<file path="config.mk">
export PLATFORM = sky130hd
export DESIGN_NAME = cpc_cfg_write_filter
export DESIGN_NICKNAME = d
export VERILOG_FILES = /design/src/rtl/cpc_cfg_write_filter.sv
export SDC_FILE = /design/constraint.sdc
export NUM_CORES = 1
export LEC_CHECK = 0
export CAP_MARGIN = 20
export CORE_MARGIN = 2
export CORE_UTILIZATION = 46
export CTS_BUF_LIST = sky130_fd_sc_hd__clkbuf_16
export CTS_CLUSTER_SIZE = 16
export DETAILED_ROUTE_END_ITERATION = 7
export PLACE_DENSITY = 0.84
export SLEW_MARGIN = 20
export SYNTH_ARGS = -nofsm -noshare
export SYNTH_HDL_FRONTEND = slang
export SYNTH_SLANG_ARGS = --single-unit
</file>
<file path="constraint.sdc">
create_clock -name CLK -period 1.97 [get_ports CLK]
set_clock_uncertainty 0.05 [all_clocks]
set_input_delay 0.197 -clock CLK [delete_from_list [all_inputs] [get_ports CLK]]
set_output_delay 0.197 -clock CLK [all_outputs]
set_load 0.1 [all_outputs]
</file>
<file path="src/rtl/cpc_cfg_write_filter.sv">
// cpc_cfg_write_filter
// Front end of the CPC RAM expansion bank-select register. Registers the Z80
// edge-connector bus on CLK, recognises memory-configuration I/O writes
// (A15=0, IOREQ_B=0, WR_B=0, D7:D6=11) that hold for FILTER_CYCLES sampled
// edges, accepts at most one per bus cycle, and offers the captured byte to
// the bank register through a valid/ack handshake with sticky overrun.
//
// Optional build macro INTACK_FILTER_EN: when defined, a write also requires
// M1_B=1, so interrupt-acknowledge cycles (IOREQ_B and M1_B both low) never
// capture. When undefined, M1_B is registered but has no effect.

module cpc_cfg_write_filter #(
  parameter int FILTER_CYCLES = 2
) (
  input  logic       CLK,
  input  logic       RESET_B,
  input  logic       A15,
  input  logic       IOREQ_B,
  input  logic       WR_B,
  input  logic       M1_B,
  input  logic [7:0] D,
  input  logic       cfg_ack,
  output logic       cfg_valid,
  output logic [7:0] cfg_data,
  output logic       cfg_ovf,
  output logic       busy
);

  // Filter length held in the 3-bit counter domain; out-of-range values are
  // clamped into 1..7 so the counter can always reach its target.
  localparam logic [2:0] N_CNT = (FILTER_CYCLES < 1) ? 3'd1 :
                                 (FILTER_CYCLES > 7) ? 3'd7 :
                                 3'(FILTER_CYCLES);

  typedef enum logic [1:0] {
    IDLE = 2'd0,
    QUAL = 2'd1,
    HOLD = 2'd2
  } state_t;

  logic       a15_q;
  logic       ioreq_b_q;
  logic       wr_b_q;
  logic       m1_b_q;
  logic [7:0] d_q;

  state_t     state;
  state_t     state_nxt;
  logic [2:0] cnt;
  logic [2:0] cnt_nxt;
  logic       qual;
  logic       capture;

  // Input register: every decision below is taken on these sampled copies.
  always_ff @(posedge CLK or negedge RESET_B) begin
    if (!RESET_B) begin
      a15_q     <= 1'b1;
      ioreq_b_q <= 1'b1;
      wr_b_q    <= 1'b1;
      m1_b_q    <= 1'b1;
      d_q       <= 8'h00;
    end else begin
      a15_q     <= A15;
      ioreq_b_q <= IOREQ_B;
      wr_b_q    <= WR_B;
      m1_b_q    <= M1_B;
      d_q       <= D;
    end
  end

  // Memory-configuration write seen on the sampled bus.
`ifdef INTACK_FILTER_EN
  assign qual = !a15_q && !ioreq_b_q && !wr_b_q && d_q[7] && d_q[6] && m1_b_q;
`else
  logic m1_unused;
  assign m1_unused = m1_b_q;
  assign qual = !a15_q && !ioreq_b_q && !wr_b_q && d_q[7] && d_q[6];
`endif

  // State and run-length registers.
  always_ff @(posedge CLK or negedge RESET_B) begin
    if (!RESET_B) begin
      state <= IDLE;
      cnt   <= 3'd0;
    end else begin
      state <= state_nxt;
      cnt   <= cnt_nxt;
    end
  end

  // Next state, saturating run count and the one-cycle capture strobe.
  always_comb begin
    state_nxt = state;
    cnt_nxt   = cnt;
    capture   = 1'b0;
    case (state)
      IDLE: begin
        if (qual) begin
          cnt_nxt = 3'd1;
          if (N_CNT == 3'd1) begin
            capture   = 1'b1;
            state_nxt = HOLD;
          end else begin
            state_nxt = QUAL;
          end
        end else begin
          cnt_nxt = 3'd0;
        end
      end
      QUAL: begin
        if (qual) begin
          cnt_nxt = (cnt >= N_CNT) ? N_CNT : cnt + 3'd1;
          if (cnt_nxt == N_CNT) begin
            capture   = 1'b1;
            state_nxt = HOLD;
          end
        end else begin
          cnt_nxt   = 3'd0;
          state_nxt = IDLE;
        end
      end
      HOLD: begin
        if (ioreq_b_q) begin
          cnt_nxt   = 3'd0;
          state_nxt = IDLE;
        end
      end
      default: begin
        cnt_nxt   = 3'd0;
        state_nxt = IDLE;
      end
    endcase
  end

  // Output byte and handshake; a capture wins over a same-edge ack.
  always_ff @(posedge CLK or negedge RESET_B) begin
    if (!RESET_B) begin
      cfg_valid <= 1'b0;
      cfg_data  <= 8'h00;
      cfg_ovf   <= 1'b0;
    end else if (capture) begin
      cfg_valid <= 1'b1;
      cfg_data  <= d_q;
      if (cfg_valid && !cfg_ack) begin
        cfg_ovf <= 1'b1;
      end else if (cfg_valid && cfg_ack) begin
        cfg_ovf <= 1'b0;
      end
    end else if (cfg_valid && cfg_ack) begin
      cfg_valid <= 1'b0;
      cfg_ovf   <= 1'b0;
    end
  end

  assign busy = (state != IDLE);

endmodule

</file>
* Yosys cells after proc, flatten, opt, wreduce, memory -nomap -nowiden *
Cells that the tools add are included.

operators by class
  $add $sub $neg = 1
  magnitude comparators = 1
  eq/ne operators = 6
  muxes and demuxes = 18
  reduce and logical (&&, ||, !) cells = 14

operators with widths
  operator                                                           number
  two-way mux 1 bit                                                  9
  two-way mux 3 bit                                                  3
  one-hot mux 3 bit (3 select lines)                                 1
  two-way mux 2 bit                                                  4
  logical AND 1 bit                                                  6
  one-hot mux 2 bit (3 select lines)                                 1
  zero test 1 bit                                                    4
  inequality test 2 bit, second input constant                       2
  nonzero test 2 bit                                                 2
  adder 3 x 1 -> 3 bit, second input constant                        1
  == test 3 x 2 -> 1 bit, second input constant                      1
  greater-or-equal comparator 3 x 2 -> 1 bit, second input constant  1
  inequality test 3 bit, second input constant                       1
  AND reduction 3 bit                                                1
  == test 2 x 1 -> 1 bit, second input constant                      1
  == test 2 bit, second input constant                               1
  zero test 2 bit                                                    1

storage, ports and cells
  bits in registers = 26
  output and inout bits = 11

* Logic depth before layout (Yosys ltp) *
  word-level depth = 8
  depth in mapped cells = 6

* Least setup slack after synthesis *
No wires, ideal clock.

  path kind = register -> register
  start = reg cnt[0]
  end = reg cfg_data[0]
  arrival = 1.624 ns
  required time = 1.795 ns
  setup slack = 0.170 ns
  stages on the path, launching flop included = 7
  buffers on the path = 1
  clock period less this slack = 1.800 ns
  path through = dfrtp_1 -> inv_1 -> ha_1 -> or3_4 -> o2111ai_2 -> buf_6 -> mux2_4

on the way
  word-level cells in the longest chain between the ends = 6
  elaborated cells on any way between the ends = 7
  classes of those cells = add/sub: 1; order compare: 1; eq/ne: 1; mux: 4

RTL lines
  element                                                                                    RTL line  text
  from (decl)                                                                                49        logic [2:0] cnt;
  from (signal assigned)                                                                     87        cnt <= cnt_nxt;
  adder 3 x 1 -> 3 bit / greater-or-equal comparator 3 x 2 -> 1 bit (equally long branches)  112       cnt_nxt = (cnt >= N_CNT) ? N_CNT : cnt + 3'd1;
  two-way mux 3 bit (*)                                                                      112
  == test 3 x 2 -> 1 bit (*)                                                                 113       if (cnt_nxt == N_CNT) begin
  two-way mux 1 bit (*)                                                                      113
  two-way mux 1 bit (*)                                                                      111       if (qual) begin
  two-way mux 1 bit (*)                                                                      96        case (state)
  to (signal assigned)                                                                       143       cfg_data <= d_q;
  to (decl)                                                                                  24        output logic [7:0] cfg_data,

Mark *: on every way between the ends. The rest lies on a longest branch, timed or not.
A chain may end at the register's enable or synchronous reset.

* Worst setup path after layout *
  start = reg cnt[0]
  end = reg cfg_data[2]

The elaborated chain is that of the path after synthesis.

==> results.sh <==
export IMPL_status="finished clean"
export IMPL_h_tree_depth=1
export IMPL_critPathArrivalTime_ns=2.03
export IMPL_cts_made_buffers=3
export IMPL_synth_edf_count=0
export IMPL_leakagePower_nw=0.6593
export IMPL_synth_cell_type_count=24
export IMPL_required_ns=2.06
export IMPL_place_hpwl_um=1276
export IMPL_firstDrtPassIters=4
export IMPL_synth_seq_cells=26
export IMPL_core_mm2=0.001982
export IMPL_synth_area_leaders="dfrtp_1 59%, dfstp_2 8.1%, mux2_4 7.7%, ha_1 2.6%, nor4b_4 2.4%"
export IMPL_synth_seq_area_share_pct=67.31
export IMPL_cts_root_buffer="clkbuf_16"
export IMPL_yosys_area_top_type_share_pct=59.20
export IMPL_grt_pass1_vias=673
export IMPL_place_ws_ns=0.02717
export IMPL_critPathMaxStageDelay_ns=0.41
export IMPL_yosysMostFrequentCell="dfrtp_1"
export IMPL_mappedNetlistArea_um2=972.2
export IMPL_grt_met1_usage_pct=19.52
export IMPL_io_pins=26
export IMPL_cts_sinks=26
export IMPL_wire_per_inst_um=16.21
export IMPL_ys_warn_count=0
export IMPL_fin_area_mm2=0.001370
export IMPL_drive_gt1_share_pct=36.84
export IMPL_fin_nets=113
export IMPL_max_slew_margin_pct=75.98
export IMPL_yosysTopAreaCell="dfrtp_1"
export IMPL_routed_wl_um=1978
export IMPL_yosys_most_used_dff="dfrtp_1"
export IMPL_worst_setup_path_start_kind="register"
export IMPL_grtUsageTotal_pct=17.46
export IMPL_diodes=0
export IMPL_fillers=133
export IMPL_place_congestion=0.8086
export IMPL_first_iter_violations=2
export IMPL_synth_async_reset_ratio_pct=100.0
export IMPL_hold_viol_final=0
export IMPL_antenna_found_initial=0
export IMPL_clk_pin_slew_ns=0.06
export IMPL_die_area_mm2=0.002497
export IMPL_cp_max_fo=5
export IMPL_power_density_mw_per_mm2=864.1
export IMPL_crit_chain="inv_1 > ha_2 > nor3b_2 > o2111ai_4 > buf_6 > mux2_4"
export IMPL_drv_slew=0
export IMPL_area_growth_pct=40.93
export IMPL_grt_max_degree=27
export IMPL_maxCapViolCount=0
export IMPL_ant_nets=0
export IMPL_syn_avg_cell_area_um2=15.43
export IMPL_die_w_um=49.97
export IMPL_cp_slowest_cell="dfrtp_1"
export IMPL_dr_total_vias=610
export IMPL_cp_end_kind="register"
export IMPL_drc_errors=0
export IMPL_io_buffers=24
export IMPL_synthTopCellsByCount="23 x dfrtp_1, 5 x mux2_4, 4 x o21ai_0"
export IMPL_clock_latency_ns=0.26
export IMPL_period_needed_ns=1.940
export IMPL_vdd_ir_drop_max_mv=0.5343
export IMPL_hp_class="input port to asynchronous set/reset pin"
export IMPL_finalSetupViolCount=0
export IMPL_cts_buffer_depth=2
export IMPL_overflow=0
export IMPL_tightest_slew_ns=0.3595
export IMPL_synthCells=63
export IMPL_grt_pass1_wl_um=3125
export IMPL_synth_fp_nets=80
export IMPL_top_usage_layer="met2"
export IMPL_tns_ns=0
export IMPL_period_share_pct=98.48
export IMPL_post_dp_cell_area_mm2=0.001230
export IMPL_grtUsageMet3_pct=2.121
export IMPL_die_h_um=49.97
export IMPL_cts_tree="done"
export IMPL_rows=16
export IMPL_initial_core_util_pct=49.05
export IMPL_achievable_frequency_ghz=0.5154
export IMPL_via_per_inst=5.000
export IMPL_grt_use_met2_pct=32.44
export IMPL_fin_ws_ns=0.02991
export IMPL_crit_type="register to register"
[routing by layer]
layer	up-vias	wire, um
met3	4	95
li1	284	-
met2	22	1111
met1	300	739
met4	0	31
met5	-	0
[repair_timing]
action / in CTS / in global routing
endpoints found under the setup margin: 1 / 6
pin swaps: 0 / 1
setup buffers: 0 / 1
hold buffers: 0 / 0
resized for setup: 1 / 3
gates cloned: 0 / 1
[sequential cells by signal (all words and copies together), names as in the netlist, named ones only]
signal and count:
cfg_data 8, d_q 8, cnt 3, state 2, a15_q 1, cfg_valid 1
ioreq_b_q 1, wr_b_q 1
[path summary, 6_finish.rpt]
check | startpoint | to | slack (ns) | cells past startpoint
hold / removal | RESET_B | cnt[1] | 0.26 | 2
setup reg to reg | cnt[0] | cfg_data[2] | 0.03 | 6
min in group CLK | A15 | a15_q | 0.29 | 1
max in group asynchronous | RESET_B | ioreq_b_q | 1.32 | 2
hold reg to reg | d_q[1] | cfg_data[1] | 0.43 | 1
setup / recovery | cnt[0] | cfg_data[2] | 0.03 | 6
[kinds of logic after synthesis]
| kind of cell | share of synthesized area, % |
|---|---|
| buf+inv | 2.316 |
| compound gates | 7.979 |
| simple gates | 10.94 |
| fa+ha+maj | 2.574 |
| flops | 67.31 |
| mux | 8.880 |
[layout make-up]
type,count,area (um2),area share (%)
Tap cell,27,33.78,2.466
Clock inverter,1,30.03,2.192
Sequential cell,26,654.4,47.76
Inverter,3,11.26,0.8219
Clock buffer,3,75.07,5.479
Timing Repair Buffer,29,251.5,18.36
Multi-Input combinational cell,33,314.1,22.92
[layout by cell type (no fill, tap or decap)]
| cell | instances |
|---|---|
| a21oi_1 | 1 |
| a22o_1 | 1 |
| a32o_1 | 1 |
| and3_1 | 1 |
| buf_2 | 1 |
| buf_4 | 14 |
| buf_6 | 1 |
| bufinv_16 | 1 |
| clkbuf_16 | 3 |
| clkdlybuf4s50_1 | 13 |
| dfrtp_1 | 23 |
| dfstp_2 | 3 |
| ha_1 | 1 |
| ha_2 | 1 |
| inv_1 | 3 |
| mux2_2 | 1 |
| mux2_4 | 5 |
| nand2_1 | 3 |
| nand2b_1 | 3 |
| nor2_1 | 1 |
| nor2b_1 | 2 |
| nor3_1 | 1 |
| nor3b_2 | 1 |
| nor4b_4 | 1 |
| o2111ai_4 | 1 |
| o21ai_0 | 4 |
| o2bb2a_1 | 1 |
| o32ai_1 | 1 |
| or2_2 | 1 |
| or3_4 | 1 |
[where the power goes]
group          switching, mW  internal [mW]
clock network          0.175          0.404
registers            0.00618          0.549
logic                 0.0211         0.0291
total                  0.202          0.982
[per-stage QoR]
step	std cells	utilization (%)	power, mW	hold slack (ns)
6_report	122	69.13	1.184	0.2602
5_1_grt	122	69.13	1.218	0.2881
4_1_cts	120	67.55	1.196	0.2657
3_5_place_dp	116	62.06	0.6141	0.4092
3_3_place_gp	116	62.06	0.6113	0.4054
2_1_floorplan	63	-	0.5729	-0.1486
[worst max-delay path, delay by kind of cell (launching register included)]
kind / cells / cell delay (ns)
AOI/OAI and AO/OA: 1 / 0.18
DFF: 1 / 0.41
buffers and inverters: 2 / 0.27
and+or+nand+nor: 1 / 0.33
adders and majority gates: 1 / 0.29
muxes: 1 / 0.29
(Power assumes the default switching activity.)
==> patch 1 (config.mk and constraints unchanged) <==
Add a define of `INTACK_FILTER_EN`.
--- a/src/rtl/cpc_cfg_write_filter.sv
+++ b/src/rtl/cpc_cfg_write_filter.sv
@@ -8,6 +8,8 @@
 // Optional build macro INTACK_FILTER_EN: when defined, a write also requires
 // M1_B=1, so interrupt-acknowledge cycles (IOREQ_B and M1_B both low) never
 // capture. When undefined, M1_B is registered but has no effect.
+
+`define INTACK_FILTER_EN
 
 module cpc_cfg_write_filter #(
   parameter int FILTER_CYCLES = 2
Check against the original RTL: not equivalent (a bounded check fails within 4 cycles, from zero or initial values and one cycle with RESET_B low).
==> patch 1 against the unedited design <==
First-iteration DRC count shrank 50%; non-clock buffer count shrank 1; setup slack gained 0.062 ns; routed wire length shrank 4.7%; via count grew 12%; maximum frequency grew 3.3%; total power shrank 9.8%; sequential cell count grew 1; design area grew 0.46%; area after synthesis grew 4.5%; sequential share of layout area grew 1.7 points; global-route usage shrank 0.80 points; critical endpoint is now cfg_data[4]; largest power group is now registers.
==> patch 1: results (changes against the unedited design) <==
- The wire length per cell after detailed routing was 14.8 um (-8.5%).
- The sum of met3 wire segment lengths after detailed routing is 107 um (+13%).
- The routed metal-1 wire length is 713 um (-3.5%).
- The final net count came to 117 (+3.5%).
- The count of unique library cells instantiated by Yosys is 26 (+8.3%).
- Clock tree synthesis selected as its root buffer the cell sky130_fd_sc_hd__clkbuf_16.
- The synthesized netlist net count is 85 (+6.3%).
- The filler-free cell count of the finished design is 127 (+4.1%).
- The first-pass GRT wire length was 3170 um (+1.6%).
- The number of design-rule violations left by the first detailed-router iteration is 1 (-1).
- The flow ran to the end, and the final reports show no timing, DRC or antenna violations.
- The static leakage power came to 0.660 nW (+0.14%).
- The critical path data arrival time was 1.97 ns (-0.06 ns).
- The fraction of synthesized area in multiplexers was 6.65% (-2.2 points).
- The total area of multi-input combinational cells is 313 um^2 (-0.40%).
- The clock tree cell share of total cell area is 5.73% (-1.9 points).
- The number of multi-input combinational cells in the layout is 37 (+12%).
- The met3 usage in global routing is 2.92% (+0.80 points).
- The sequential area share after synthesis was 67.0% (-0.32 points).
- The CTS clock-pin slew for the worst setup and hold paths came to 0.06 ns (about the same).
- The compound-gate portion of the synthesized area is 8.99% (+1.0 points).
- The number of fill cells is 165 (+24%).
- The CTS sink count came to 27 (+3.8%).
- The total power density per cell area came to 776 nW/um^2 (-10%).
- The average instance area after synthesis is 14.9 um^2 (-3.2%).
- The fraction of the mapped netlist area in adder cells was 2.46% (-0.11 points).
- The ratio of cells with drive above 1 in the final layout is 33.3% (-3.5 points).
- The global routing met1 resource utilization is 18.6% (-0.93 points).
- The commonest cells after synthesis are sky130_fd_sc_hd__dfrtp_1, sky130_fd_sc_hd__mux2_2, sky130_fd_sc_hd__nand2_1.
- The final weighted congestion of routability-driven global placement is 0.817 (+1.0%).
- The count of cells resized by post-cts repair came to 0 (-1).
- The placed wire-length estimate after detailed placement came to 1340 um (+4.7%).
- The non-clock buffer share of cell area is 18.7% (+0.37 points).
- The placed cell area is 1290 um^2 (+4.9%).
- The via count of the first global-routing pass is 749 (+11%).
- The overall routing resource usage was 16.7% (-0.80 points).
- At the later pin of the worst-skew pair, clock insertion delay measures 0.25 ns.
- The worst setup timing slack at the placement stage is 0.0654 ns (+0.0382 ns).
- The number of non-clock buffers in the layout is 28 (-3.4%).
- The number of input and output port buffers inserted was 25 (+4.2%).
- The worst relative slew slack is 72.9% (-3.1 points).
- The per-cell via count in the routed design is 5.39 (+7.9%).
- The register area was 681 um^2 (+4.0%).
- The total length of routed met2 wires came to 1010 um (-8.7%).
- The pin count of the biggest net entering global routing is 28 (+3.7%).
- By area the synthesized netlist is led by sky130_fd_sc_hd__dfrtp_1, sky130_fd_sc_hd__dfstp_2, sky130_fd_sc_hd__mux2_2.
- The global routing usage on met2 is 30.1% (-2.4 points).
- The maximum resistive drop on vdd is 0.578 mV (+8.2%).
==> patch 1: worst max-delay path, stage by stage (launching register included) <==
cell	delay, ns
sky130_fd_sc_hd__dfrtp_1	0.37
sky130_fd_sc_hd__inv_1	0.08
sky130_fd_sc_hd__ha_1	0.22
sky130_fd_sc_hd__or3_4	0.36
sky130_fd_sc_hd__o2111ai_4	0.30
sky130_fd_sc_hd__mux2_2	0.38
==> patch 1: path summary, 6_finish.rpt <==
check,end,slack (ns),cells after the start
hold reg to reg,cfg_data[7],0.42,1
hold / removal,cfg_data[6],0.27,2
max in group asynchronous,ioreq_b_q,1.31,2
setup reg to reg,cfg_data[4],0.09,5
min in group CLK,a15_q,0.30,1
setup / recovery,cfg_data[4],0.09,5
==> patch 1: power breakdown <==
group,switching (mW),internal (mW)
sequential,0.00574,0.571
combinational,0.0203,0.0303
clock,0.170,0.271
==> patch 2 (same settings) <==
Made on the original files. `d_q` no longer has a reset.
--- a/src/rtl/cpc_cfg_write_filter.sv
+++ b/src/rtl/cpc_cfg_write_filter.sv
@@ -58,14 +58,16 @@
       ioreq_b_q <= 1'b1;
       wr_b_q    <= 1'b1;
       m1_b_q    <= 1'b1;
-      d_q       <= 8'h00;
     end else begin
       a15_q     <= A15;
       ioreq_b_q <= IOREQ_B;
       wr_b_q    <= WR_B;
       m1_b_q    <= M1_B;
-      d_q       <= D;
     end
+  end
+
+  always_ff @(posedge CLK) begin
+    d_q <= D;
   end
 
   // Memory-configuration write seen on the sampled bus.
Behaviour: no difference found for any inputs over 10 cycles, from zero or initial values and one cycle with RESET_B low; that may be too few to reach the edited logic, so the function may still have changed.
==> patch 2 against the unedited design <==
Combinational power shrank 7.4%; critical endpoint is now cfg_data[5]; routed wire length shrank 24%; maximum frequency grew 1.9%; core utilization shrank 1.5 points; design area shrank 4.1%; clock power shrank 1%; critical path depth shrank 1; largest cell class unchanged; sequential cell count is the same; total power shrank 1.2%; largest power group unchanged; setup slack gained 0.035 ns; synthesized cell count is the same; area after synthesis shrank 4.1%; critical path type unchanged.
==> patch 2: results (changes against the unedited design) <==
- The initial antenna violation count is 0 (unchanged).
- The via count of the first global-routing pass came to 592 (-12%).
- The pin count of the biggest net entering global routing came to 19 (-30%).
- The depth of the worst register-to-register path is 5 (-1).
- The via total after detailed routing is 571 (-6.4%).
- The static leakage power came to 0.633 nW (-4.0%).
- On the critical path, the stage with the largest delay is an instance of sky130_fd_sc_hd__dfrtp_2.
- The fraction of synthesized area in multiplexers is 9.26% (+0.38 points).
- The critical path data arrival time is 1.99 ns (-0.04 ns).
- The sequential area share after synthesis came to 65.9% (-1.4 points).
- The commonest cells after synthesis are sky130_fd_sc_hd__dfrtp_1, sky130_fd_sc_hd__dfxtp_1, sky130_fd_sc_hd__mux2_4.
- The cell at the root of the clock tree is sky130_fd_sc_hd__clkbuf_16.
- The share of async-settable or async-resettable flops after synthesis came to 69.2% (-31 points).
- The largest registers in the layout are cfg_data (8), d_q (8), cnt (3).
- The count of unique library cells instantiated by Yosys is 25 (+4.2%).
- The synthesized netlist net count is 80 (unchanged).
- The compound-gate portion of the synthesized area is 8.32% (+0.34 points).
- By area the synthesized netlist is led by sky130_fd_sc_hd__dfrtp_1, sky130_fd_sc_hd__dfxtp_1, sky130_fd_sc_hd__dfstp_2.
- The internal reg-to-reg setup slack is 0.07 ns (+0.04 ns).
- The maximum resistive drop on vdd is 0.653 mV (+22%).
- The final net count came to 111 (-1.8%).
- The count of warnings emitted by yosys came to 0 (unchanged).
- The measured slew at the worst slew-check pin is 0.287 ns (-0.0721 ns).
- The destination of the worst register-to-register timing path is cfg_data[5].
- The worst register-to-register path begins at cnt[1].
- The number of design-rule violations left by the first detailed-router iteration is 7 (+5).
- The overall routing resource usage is 14.6% (-2.9 points).
- The number of input and output port buffers inserted is 24 (unchanged).
- The wire length per cell after detailed routing came to 12.6 um (-22%).
- The run finished with clean final reports.
- The ratio of cells with drive above 1 in the final layout is 35.5% (-1.4 points).
- The placed wire-length estimate after detailed placement is 1120 um (-12%).
- The final weighted congestion of routability-driven global placement is 0.661 (-18%).
- The first-pass GRT wire length is 2630 um (-16%).
- The delay of the slowest critical-path stage is 0.43 ns (+0.02 ns).
- The highest net fanout along the worst path is 11 (+6).
- The fraction of the mapped netlist area in adder cells is 2.68% (+0.11 points).
-- patch 2: where the power goes --
group	total [mW]	switching [mW]	internal, mW
sequential	0.552	0.00500	0.547
combinational	0.0465	0.0170	0.0295
clock	0.572	0.169	0.403
-- patch 2: layout make-up --
cell class,instances,area [um^2]
fillers,135,628
clock buffers,3,75.1
well taps,27,33.8
repair buffers,27,248
flip-flops and latches,26,616
clock inverters,1,30.0
inverters,3,11.3
multi-input cells,33,300
-- patch 2: through the flow --
stage	worst slack [ns]	total power [mW]	hold WS, ns	instances	area [um^2]
after floorplan	0.170	0.571	-0.149	63	932
after global placement	0.111	0.607	0.392	116	1200
after detailed placement	0.0359	0.610	0.397	116	1200
after CTS	0.0160	1.18	0.220	120	1310
after global routing	0.00997	1.20	0.253	120	1310
final	0.0652	1.17	0.211	120	1310
-- patch 2: logic make-up after synthesis --
logic type | count (synthesis)
AOI/OAI and AO/OA | 10
adders and majority gates | 2
buffers and inverters | 4
DFF | 26
muxes | 6
and+or+nand+nor | 15
-- patch 2: how the worst max path moves through the flow --
stage | startpoint | to | slack, ns | cells past startpoint
after floorplan | cnt[0] | cfg_data[0] | 0.17 | 6
after global placement | cnt[1] | cfg_data[5] | 0.11 | 5
after detailed placement | cnt[1] | cfg_data[3] | 0.04 | 5
after CTS | cnt[1] | cfg_data[2] | 0.02 | 5
after global routing | cnt[1] | cfg_data[5] | 0.01 | 5
final | cnt[1] | cfg_data[5] | 0.07 | 5
-- patch 2: routing by layer --
layer / global-route usage [%] / vias up / routed length (um)
met1: 18.6 / 276 / 668
met4: 7.14 / 0 / 12
met3: 2.76 / 2 / 47
met2: 23.7 / 13 / 780
li1: - / 280 / -
met5: 0 / - / 0
-- patch 2: what timing repair did --
action                                  CTS  global route
endpoints found under the setup margin    0             6
resized for setup                         0             2
setup buffers                             0             0
